File: src/rtl/yd_pkg.sv
// Shared types and constants for the SoC data-RAM arbiter.
package yd_pkg;

  typedef enum logic {
    M_CPU = 1'b0,
    M_DBG = 1'b1
  } master_id_e;

  localparam int AGE_W = 4;

endpackage

File: src/rtl/ram_arb_age.sv
// Saturating count of consecutive cycles the debug master was refused;
// force_o tells the grant logic to let it through ahead of the core.
module ram_arb_age
  import yd_pkg::*;
#(
  parameter int MAX_WAIT = 4
) (
  input  logic clk,
  input  logic rst,
  input  logic req_i,
  input  logic gnt_i,
  output logic force_o
);

  localparam logic [AGE_W-1:0] AGE_MAX = AGE_W'(MAX_WAIT);

  logic [AGE_W-1:0] age_q, age_d;

  // A withdrawn request forfeits any accumulated credit.
  always_comb begin
    age_d = '0;
    if (req_i && !gnt_i) begin
      age_d = (age_q == AGE_MAX) ? AGE_MAX : age_q + 1'b1;
    end
  end

  always_ff @(posedge clk) begin
    if (rst) begin
      age_q <= '0;
    end else begin
      age_q <= age_d;
    end
  end

  assign force_o = (age_q == AGE_MAX);

endmodule

File: src/rtl/ram_arb.sv
// Two-master arbiter for the single-port data RAM: core has fixed priority,
// the debug/loader port is guaranteed a slot after MAX_WAIT refusals.
module ram_arb
  import yd_pkg::*;
#(
  parameter int DW       = 16,
  parameter int RAM_AW   = 7,
  parameter int MAX_WAIT = 4
) (
  input  logic              clk,
  input  logic              rst,
  input  logic              m0_req,
  input  logic              m0_we,
  input  logic [RAM_AW-1:0] m0_addr,
  input  logic [DW-1:0]     m0_wdata,
  input  logic              m1_req,
  input  logic              m1_we,
  input  logic [RAM_AW-1:0] m1_addr,
  input  logic [DW-1:0]     m1_wdata,
  output logic              m0_gnt,
  output logic              m1_gnt,
  output logic              m0_rvalid,
  output logic              m1_rvalid,
  output logic [DW-1:0]     m0_rdata,
  output logic [DW-1:0]     m1_rdata,
  output logic              ram_en,
  output logic              ram_we,
  output logic [RAM_AW-1:0] ram_addr,
  output logic [DW-1:0]     ram_wdata,
  input  logic [DW-1:0]     ram_rdata
);

  logic       force_m1;
  logic       rd_pend_q, rd_pend_d;
  master_id_e rd_owner_q, rd_owner_d;

  ram_arb_age #(
    .MAX_WAIT(MAX_WAIT)
  ) u_age (
    .clk    (clk),
    .rst    (rst),
    .req_i  (m1_req),
    .gnt_i  (m1_gnt),
    .force_o(force_m1)
  );

  // Grants are held off entirely while reset is asserted.
  assign m1_gnt = !rst && m1_req && (!m0_req || force_m1);
  assign m0_gnt = !rst && m0_req && !m1_gnt;

  always_comb begin
    ram_en    = 1'b0;
    ram_we    = 1'b0;
    ram_addr  = '0;
    ram_wdata = '0;
    if (m0_gnt) begin
      ram_en    = 1'b1;
      ram_we    = m0_we;
      ram_addr  = m0_addr;
      ram_wdata = m0_wdata;
    end else if (m1_gnt) begin
      ram_en    = 1'b1;
      ram_we    = m1_we;
      ram_addr  = m1_addr;
      ram_wdata = m1_wdata;
    end
  end

  always_comb begin
    rd_pend_d  = (m0_gnt && !m0_we) || (m1_gnt && !m1_we);
    rd_owner_d = rd_owner_q;
    if (m0_gnt) begin
      rd_owner_d = M_CPU;
    end else if (m1_gnt) begin
      rd_owner_d = M_DBG;
    end
  end

  always_ff @(posedge clk) begin
    if (rst) begin
      rd_pend_q  <= 1'b0;
      rd_owner_q <= M_CPU;
    end else begin
      rd_pend_q  <= rd_pend_d;
      rd_owner_q <= rd_owner_d;
    end
  end

  // A read outstanding when reset arrives is dropped, not returned late.
  assign m0_rvalid = rd_pend_q && !rst && (rd_owner_q == M_CPU);
  assign m1_rvalid = rd_pend_q && !rst && (rd_owner_q == M_DBG);
  assign m0_rdata  = m0_rvalid ? ram_rdata : '0;
  assign m1_rdata  = m1_rvalid ? ram_rdata : '0;

endmodule
File: config.mk
export PLATFORM = sky130hd
export DESIGN_NAME = ram_arb
export DESIGN_NICKNAME = d
export VERILOG_FILES = /design/src/rtl/yd_pkg.sv /design/src/rtl/ram_arb_age.sv /design/src/rtl/ram_arb.sv
export SDC_FILE = /design/constraint.sdc
export NUM_CORES = 1
export LEC_CHECK = 0
export ABC_CLOCK_PERIOD_IN_PS = 4760
export CORE_MARGIN = 5
export CORE_UTILIZATION = 32
export DETAILED_ROUTE_END_ITERATION = 7
export PLACE_DENSITY = 0.87
export SYNTH_ARGS = -nofsm -noshare
export SYNTH_HDL_FRONTEND = slang
export SYNTH_HIERARCHICAL = 1
export SYNTH_SLANG_ARGS = --single-unit
File: constraint.sdc
create_clock -name clk -period 4.76 [get_ports clk]
set_input_delay 0.476 -clock clk [delete_from_list [all_inputs] [get_ports clk]]
set_output_delay 0.476 -clock clk [all_outputs]
set_load 0.1 [all_outputs]
==> results_dict.tcl, run 1 <==
set metrics [dict create \
    crit_path_frequent_cell "inv_1" \
    synth_xor_area_frac 0.01354 \
    clk_pin_slew_worst_paths_ns 0.03 \
    crit_slowest_cell "clkdlybuf4s50_1" \
    synth_top_family_by_area "simple AND/OR/NAND/NOR gates" \
    tightest_slew_ns 1.164 \
    nets 364 \
    postCtsHoldBufs 0 \
    drc 0 \
    detailedPlacementHpwl_um 3676 \
    worstHoldPathType "reg -> reg" \
    die_h_um 73.59 \
    synth_fa_ha_area_frac 0.01934 \
    syn-instance-count 179 \
    setup_violations 0 \
    tns_ns 0 \
    fmax_mhz 309.7 \
    grt-ovfl-total 0 \
    muxShareOfSynthArea 0 \
    grt_start_max_net_pins 47 \
    dr.pass1.iters 4 \
    drive_gt1_frac 0.2877 \
    cts_resized 0 \
    syn_area_sq_mm 0.001294 \
    clkSinkCount 6 \
    die_area_sq_mm 0.005415 \
    synth_common_cells "nand2b_1, nor2_1, o32ai_1, nand2_1, nor2_4" \
    drt_wl_total_um 4536 \
    total_power_uw 421.5 \
    cp.required_ns 4.28 \
    grt_pass1_wl_um 7031 \
    power_density_mw_per_mm2 176.2 \
    numCtsBuffers 3 \
    synth_edf_count 0 \
    whs_ns 0.4588 \
    instances_no_fill 342 \
    layout_setup_ws_ns 1.531 \
    synthArstFlopShare 0 \
    yosysTopAreaCellShare 0.2369 \
    yosysSeqAreaShare 0.09284 \
    hold_viol_final 0 \
    critPathKind "reg -> out" \
    grt_busiest_layer "met2" \
    initial_core_util 0.3258 \
    antenna_found_initial 0 \
    grt_usage 0.1617 \
    yosys.area_share.simple 0.5135 \
    row_count 23 \
    critPathMaxStageDelay_ns 1.15 \
    portBuffers 128 \
    synth_cell_types 29 \
    synth_warnings 6 \
    routedWlPerCell_um 13.26 \
    clock_latency_ns 0.23 \
    gr-usage-met3 0.07934 \
    core_sq_mm 0.003971 \
    place_congestion 0.6710 \
    vias_per_cell 4.787 \
    synth.most_common_cell "nand2b_1" \
    rsz0062_at_grt "false" \
    drv_cap 0 \
    cp-end-kind "primary output" \
    grt_pass1_vias 1637 \
    irDropWorstVdd_mv 0.09898 \
    synthFlopType "dfxtp_1" \
    syn_avg_cell_area_sq_um 7.228 \
    leakage_uw 0.0009602 \
    drtAntennaViolNets 0 \
    dp_cells 339 \
    die_w_um 73.59 \
    h-tree-depth 1 \
    outcome "completed" \
    area_growth_pct 84.91 \
    synth.area.top_cells "nand2b_1, o32ai_1, dfxtp_1" \
    fin_crit_ns 3.229 \
    cts_setup_buffers 0 \
    clockRootBuffer "clkbuf_8" \
    fill_cells 371 \
    grt_use_met2 0.2884 \
    via_count 1637 \
    ios 129 \
    cp_cell_sequence "inv_1 -> ha_1 -> nand3b_1 -> inv_1 -> a21bo_1 -> buf_4 -> nor2_1 -> clkdlybuf4s50_1" \
    ys_ff_latch 6 \
    yosysTopAreaCell "nand2b_1" \
    pre_cts_slack_ns 1.572 \
    cp.arrival_ns 2.75 \
    crit_fanout 26 \
    critPathLaunchType "flip-flop" \
    synth-compound-area-share 0.2273 \
    grtUsageMet1 0.1599 \
    synth_fp_nets 249 \
    clock_skew_ns 0.005357 \
    n_antenna_cell 0 \
    cts_buffer_depth 2 \
    finalCritPeriodShare 0.6783 \
    tritoncts "done" \
    relSlewSlack 0.2243 \
    drtIter0Drc 43 \
    drv_slew 0 \
]
## critical path, delay by kind of cell, from the launching register on
| kind | cells | cell delay, ns |
|---|---|---|
| simple gates | 2 | 0.26 |
| flops | 1 | 0.35 |
| buf+inv | 4 | 1.54 |
| fa+ha+maj | 1 | 0.19 |
| compound gates | 1 | 0.17 |
## sequential cells by signal, summed over array words and instances, names as in the netlist
register     flops
rd_pend_q        1
u_age/age_q      4
rd_owner_q       1
## metrics by stage
step / utilization / cell area [sq um]
6_report: 0.6024 / 2392
5_1_grt: 0.6024 / 2392
4_1_cts: 0.6024 / 2392
3_5_place_dp: 0.5920 / 2351
3_3_place_gp: 0.5920 / 2351
2_1_floorplan: - / 1294
## path summary, 6_finish.rpt
| kind | startpoint | to | slack [ns] | cells past startpoint |
|---|---|---|---|---|
| worst max-delay path | u_age/age_q[0] | m0_gnt | 1.53 | 8 |
| worst min-delay path | u_age/age_q[0] | u_age/age_q[0] | 0.46 | 1 |
| worst max register to register | u_age/age_q[0] | u_age/age_q[0] | 2.64 | 9 |
| worst min register to register | u_age/age_q[0] | u_age/age_q[0] | 0.46 | 1 |
## routing by layer
layer	part of all wire	routed length [um]
met1	0.34	1547
met2	0.47	2115
met4	0.014	63
met3	0.18	809
met5	0	0
## layout make-up
cell class                      instances  area, sq um  share of cell area
Clock buffer                            3        41.29             0.01726
Inverter                                5        18.77            0.007845
Multi-Input combinational cell        148         1001              0.4184
Sequential cell                         6        120.1             0.05021
Tap cell                               50        62.56             0.02615
Timing Repair Buffer                  130         1149              0.4801
## logic make-up after synthesis
family	after synthesis
adders and majority gates	2
buffers and inverters	25
AOI/OAI and AO/OA	29
xor gates and xnor gates	2
DFF	6
and+or+nand+nor	115
## cells in the final DEF, fill, tap and decap left out, types with 2 or more instances in the layout
cell type and count:
inv_1 4, or2_1 2, buf_4 61, clkbuf_8 3, nand2_1 18, nor2_4 10
dfxtp_1 6, o32ai_2 6, o32ai_1 19, nand2b_1 49, ha_1 2, nor2_1 29
clkdlybuf4s50_1 69
## report_power, final
group | internal, uW | switching (uW) | leakage [uW] | total, uW
Clock | 54.4 | 22.4 | 0.0000216 | 76.8
Combinational | 97.5 | 191 | 0.000890 | 289
Sequential | 52.4 | 3.39 | 0.0000490 | 55.8
(Power assumes the default switching activity.)
==> run 2: changes to the inputs <==
--- a/config.mk
+++ b/config.mk
@@ -5,11 +5,11 @@
 export SDC_FILE = /design/constraint.sdc
 export NUM_CORES = 1
 export LEC_CHECK = 0
-export ABC_CLOCK_PERIOD_IN_PS = 4760
+export ABC_CLOCK_PERIOD_IN_PS = 2700
 export CORE_MARGIN = 5
-export CORE_UTILIZATION = 32
+export CORE_UTILIZATION = 27
 export DETAILED_ROUTE_END_ITERATION = 7
-export PLACE_DENSITY = 0.87
+export PLACE_DENSITY = 0.78
 export SYNTH_ARGS = -nofsm -noshare
 export SYNTH_HDL_FRONTEND = slang
 export SYNTH_HIERARCHICAL = 1
==> constraint.sdc (replaced) <==
create_clock -name clk -period 2.7 [get_ports clk]
set_input_delay 0.27 -clock clk [delete_from_list [all_inputs] [get_ports clk]]
set_output_delay 0.27 -clock clk [all_outputs]
set_load 0.1 [all_outputs]
==> results_dict.tcl, run 2 (synthesis results as in run 1) <==
set metrics [dict create \
    clock_skew_ns 0.001636 \
    largest-register "u_age/age_q" \
    final_common_cell "clkdlybuf4s50_1" \
    worstHoldPathType "reg -> reg" \
    cts_setup_buffers 0 \
    clock_latency_ns 0.22 \
    vias_per_cell 4.795 \
    dr.pass1.iters 4 \
    row_count 25 \
    die_w_um 79.22 \
    power_density_mw_per_mm2 263.6 \
    critPathMaxStageDelay_ns 0.50 \
    drt_wl_total_um 4854 \
    clkSinkCount 6 \
    cp.arrival_ns 2.10 \
    clk_pin_slew_worst_paths_ns 0.04 \
    irDropWorstVdd_mv 0.2000 \
    setup_violations 0 \
    drv_slew 0 \
    portBuffers 128 \
    drc 0 \
    largest_reg_flops 4 \
    cts_buffer_depth 2 \
    final_util 0.6837 \
    grt_start_max_net_pins 57 \
    place_congestion 0.7125 \
    drv_cap 0 \
    crit_slowest_cell "o32ai_1" \
    routedWlPerCell_um 13.99 \
    rsz0062_at_grt "false" \
    critPathKind "reg -> out" \
    final_cell_mix "clkdlybuf4s50_1, buf_12, nand2b_1, nor2_1, nand2_1" \
    fill_cells 339 \
    grt_pass1_vias 1671 \
    finalCritPeriodShare 0.8784 \
    reg_top3 "u_age/age_q x4, rd_owner_q x1, rd_pend_q x1" \
    cp-end-kind "primary output" \
    layout_setup_ws_ns 0.3282 \
    cts_resized 0 \
    outcome "completed" \
    die_area_sq_mm 0.006276 \
    die_h_um 79.22 \
    drive_gt1_frac 0.3208 \
    crit_family "buffers and inverters" \
    grt-ovfl-total 0 \
    detailedPlacementHpwl_um 4153 \
    ios 129 \
    cp_cell_sequence "inv_1 -> ha_1 -> nand3b_1 -> inv_1 -> nor2b_4 -> buf_4 -> o32ai_1 -> buf_12" \
    cp.required_ns 2.43 \
    drtIter0Drc 22 \
    hold_path_startpoint "u_age/age_q[0]" \
    initial_core_util 0.2757 \
    leakage_uw 0.001163 \
    h-tree-depth 1 \
    relSlewSlack 0.2259 \
    crit_path_start "u_age/age_q[0]" \
    fin_crit_ns 2.372 \
    crit_fanout 21 \
    numCtsBuffers 3 \
    nets 365 \
    antenna_found_initial 0 \
    pre_cts_slack_ns 0.3108 \
    clockRootBuffer "clkbuf_8" \
    hold_viol_final 0 \
    critPathLaunchType "flip-flop" \
    tightest_slew_ns 1.161 \
    grt_usage 0.1475 \
    grt_pass1_wl_um 7507 \
    area_growth_pct 148.0 \
    postCtsHoldBufs 0 \
    drtAntennaViolNets 0 \
    crit_path_frequent_cell "inv_1" \
    core_sq_mm 0.004692 \
    rr_startpoint "u_age/age_q[0]" \
    tritoncts "done" \
    n_antenna_cell 0 \
    fmax_mhz 421.6 \
    crit_buf_inv 4 \
    via_count 1664 \
]
[run 2: changes by cell type in the layout (fill, tap and decap cells not counted), moves of 2 or more]
cell             delta
buf_12             +61
buf_4              -58
clkdlybuf4s50_1     -2
o32ai_1             -5
o32ai_2             +5
[run 2: per-layer routing]
metal	vias to the layer above	wire length [um]	track usage
met5	-	0	0
met4	0	14	0.03608
met3	2	824	0.08277
met2	108	2251	0.2652
met1	727	1763	0.1464
li1	827	-	-
[run 2: per-stage QoR]
| step | power (uW) | hold WS (ns) | instances | setup TNS [ns] | instance area, sq um |
|---|---|---|---|---|---|
| after floorplan | 467.6 | 0.4142 | 179 | -11.68 | 1339 |
| after global placement | 714.7 | 0.4448 | 344 | 0 | 3167 |
| after detailed placement | 719.6 | 0.4517 | 344 | 0 | 3167 |
| after CTS | 854.0 | 0.4605 | 347 | 0 | 3208 |
| after global routing | 880.6 | 0.4763 | 347 | 0 | 3208 |
| final | 845.7 | 0.4624 | 347 | 0 | 3208 |
[run 2: layout make-up]
type / instances / area, sq um / share of cell area
Clock buffer: 3 / 41.29 / 0.01287
Inverter: 5 / 18.77 / 0.005850
Multi-Input combinational cell: 148 / 1046 / 0.3261
Sequential cell: 6 / 120.1 / 0.03744
Tap cell: 54 / 67.56 / 0.02106
Timing Repair Buffer: 131 / 1914 / 0.5967
[run 2: final timing paths]
kind	end	slack, ns	cells past startpoint
worst min register to register	u_age/age_q[0]	0.46	1
worst max-delay path	ram_wdata[6]	0.33	8
worst max register to register	u_age/age_q[2]	1.00	8
worst min-delay path	u_age/age_q[0]	0.46	1
[run 2: power breakdown]
part / total, uW / switching [uW] / internal (uW)
Combinational: 616 / 361 / 255
Sequential: 98.5 / 6.04 / 92.4
Clock: 132 / 36.1 / 95.5
Total: 846 / 403 / 443
==> run 3: changes to the inputs <==
==> constraint.sdc (replaced) <==
create_clock -name clk -period 2.7 [get_ports clk]
set_input_delay 0.27 -clock clk [delete_from_list [all_inputs] [get_ports clk]]
set_output_delay 0.27 -clock clk [all_outputs]
set_load 0.05 [all_outputs]
==> results_dict.tcl, run 3 (synthesis results as in run 1) <==
set metrics [dict create \
    dp_cells 346 \
    total_power_uw 706.0 \
    die_area_sq_mm 0.006276 \
    area_growth_pct 129.2 \
    drtIter0Drc 48 \
    crit_path_frequent_cell "inv_1" \
    outcome "completed" \
    row_count 25 \
    critPathKind "reg -> out" \
    grt_usage 0.1518 \
    drv_cap 0 \
    fmax_mhz 430.0 \
    reg_top3 "u_age/age_q x4, rd_owner_q x1, rd_pend_q x1" \
    clock_skew_ns 0.003421 \
    finalCritPeriodShare 0.8613 \
    final_cell_mix "clkdlybuf4s50_1, nand2b_1, buf_12, nor2_1, buf_4" \
    worstHoldPathType "reg -> reg" \
    drv_slew 0 \
    whs_ns 0.4704 \
    portBuffers 128 \
    antenna_found_initial 0 \
    dr.pass1.iters 4 \
    drc 0 \
    fill_cells 370 \
    irDropWorstVdd_mv 0.1208 \
    grt_pass1_vias 1678 \
    grt-ovfl-total 0 \
    h-tree-depth 1 \
    critPathMaxStageDelay_ns 0.49 \
    detailedPlacementHpwl_um 4203 \
    cts_resized 0 \
    die_w_um 79.22 \
    cp-end-kind "primary output" \
    largest_reg_flops 4 \
    grt_pass1_wl_um 7665 \
    fin_area_sq_mm 0.002965 \
    tritoncts "done" \
    cp.required_ns 2.43 \
    cp_cell_sequence "inv_1 -> ha_1 -> nand3b_1 -> inv_1 -> nor2b_4 -> buf_4 -> o32ai_1 -> buf_12" \
    crit_fanout 26 \
    routedWlPerCell_um 14.39 \
    grt_start_max_net_pins 33 \
    rsz0062_at_grt "false" \
    power_density_mw_per_mm2 238.1 \
    leakage_uw 0.001114 \
    instances_no_fill 349 \
    placed_area_sq_mm 0.002924 \
    relSlewSlack 0.6125 \
    tns_ns 0 \
    drive_gt1_frac 0.3017 \
    setup_violations 0 \
    clk_pin_slew_worst_paths_ns 0.04 \
    drt_wl_total_um 5021 \
    cts_setup_buffers 0 \
    numCtsBuffers 3 \
    critPathLaunchType "flip-flop" \
    cts_buffer_depth 2 \
    vias_per_cell 4.860 \
    clockRootBuffer "clkbuf_8" \
    ios 129 \
    n_antenna_cell 0 \
    clkSinkCount 6 \
    drtAntennaViolNets 0 \
    postCtsHoldBufs 0 \
    cp.arrival_ns 2.06 \
    crit_slowest_cell "o32ai_1" \
    via_count 1696 \
    initial_core_util 0.2757 \
    core_sq_mm 0.004692 \
    hold_viol_final 0 \
    clock_latency_ns 0.23 \
    nets 367 \
    largest-register "u_age/age_q" \
    tightest_slew_ns 0.5813 \
    final_common_cell "clkdlybuf4s50_1" \
    die_h_um 79.22 \
    fin_crit_ns 2.325 \
    place_congestion 0.8190 \
]
## run 3: final timing paths
path / start / endpoint / slack [ns] / depth (start not counted)
max: u_age/age_q[0] / ram_wdata[8] / 0.37 / 8
max reg2reg: u_age/age_q[0] / u_age/age_q[3] / 0.68 / 10
min: u_age/age_q[0] / u_age/age_q[0] / 0.47 / 1
min reg2reg: u_age/age_q[0] / u_age/age_q[0] / 0.47 / 1
## run 3: power breakdown
| group | internal (uW) | switching, uW |
|---|---|---|
| sequential | 92.4 | 6.15 |
| combinational | 237 | 233 |
| clock | 96.0 | 40.8 |
| total | 426 | 280 |
## run 3: cell type report
cell class	count	area [sq um]	area share
repair buffers	133	1717	0.5789
multi-input cells	148	1001	0.3376
flip-flops and latches	6	120.1	0.04051
well taps	54	67.56	0.02278
clock buffers	3	41.29	0.01392
inverters	5	18.77	0.006329
## run 3: worst max-delay path, delay by kind of cell, from the launching register on
kind / cells / cell delay, ns
buf+inv: 4 / 0.65
compound gates: 1 / 0.49
flops: 1 / 0.33
simple gates: 2 / 0.19
fa+ha+maj: 1 / 0.14
## run 3: through the flow
stage | util | setup WS, ns
2_1_floorplan | - | 0.04267
3_3_place_gp | 0.6232 | 0.5110
3_5_place_dp | 0.6232 | 0.5392
4_1_cts | 0.6320 | 0.3631
5_1_grt | 0.6320 | 0.2166
6_report | 0.6320 | 0.3746
## run 3: metal layers
layer | vias up | wire length (um) | GRT usage | share of wire
met4 | 0 | 88 | 0.05326 | 0.018
li1 | 833 | - | - | -
met2 | 101 | 2394 | 0.2719 | 0.48
met3 | 8 | 589 | 0.03968 | 0.12
met1 | 754 | 1949 | 0.1722 | 0.39
met5 | - | 0 | 0 | 0
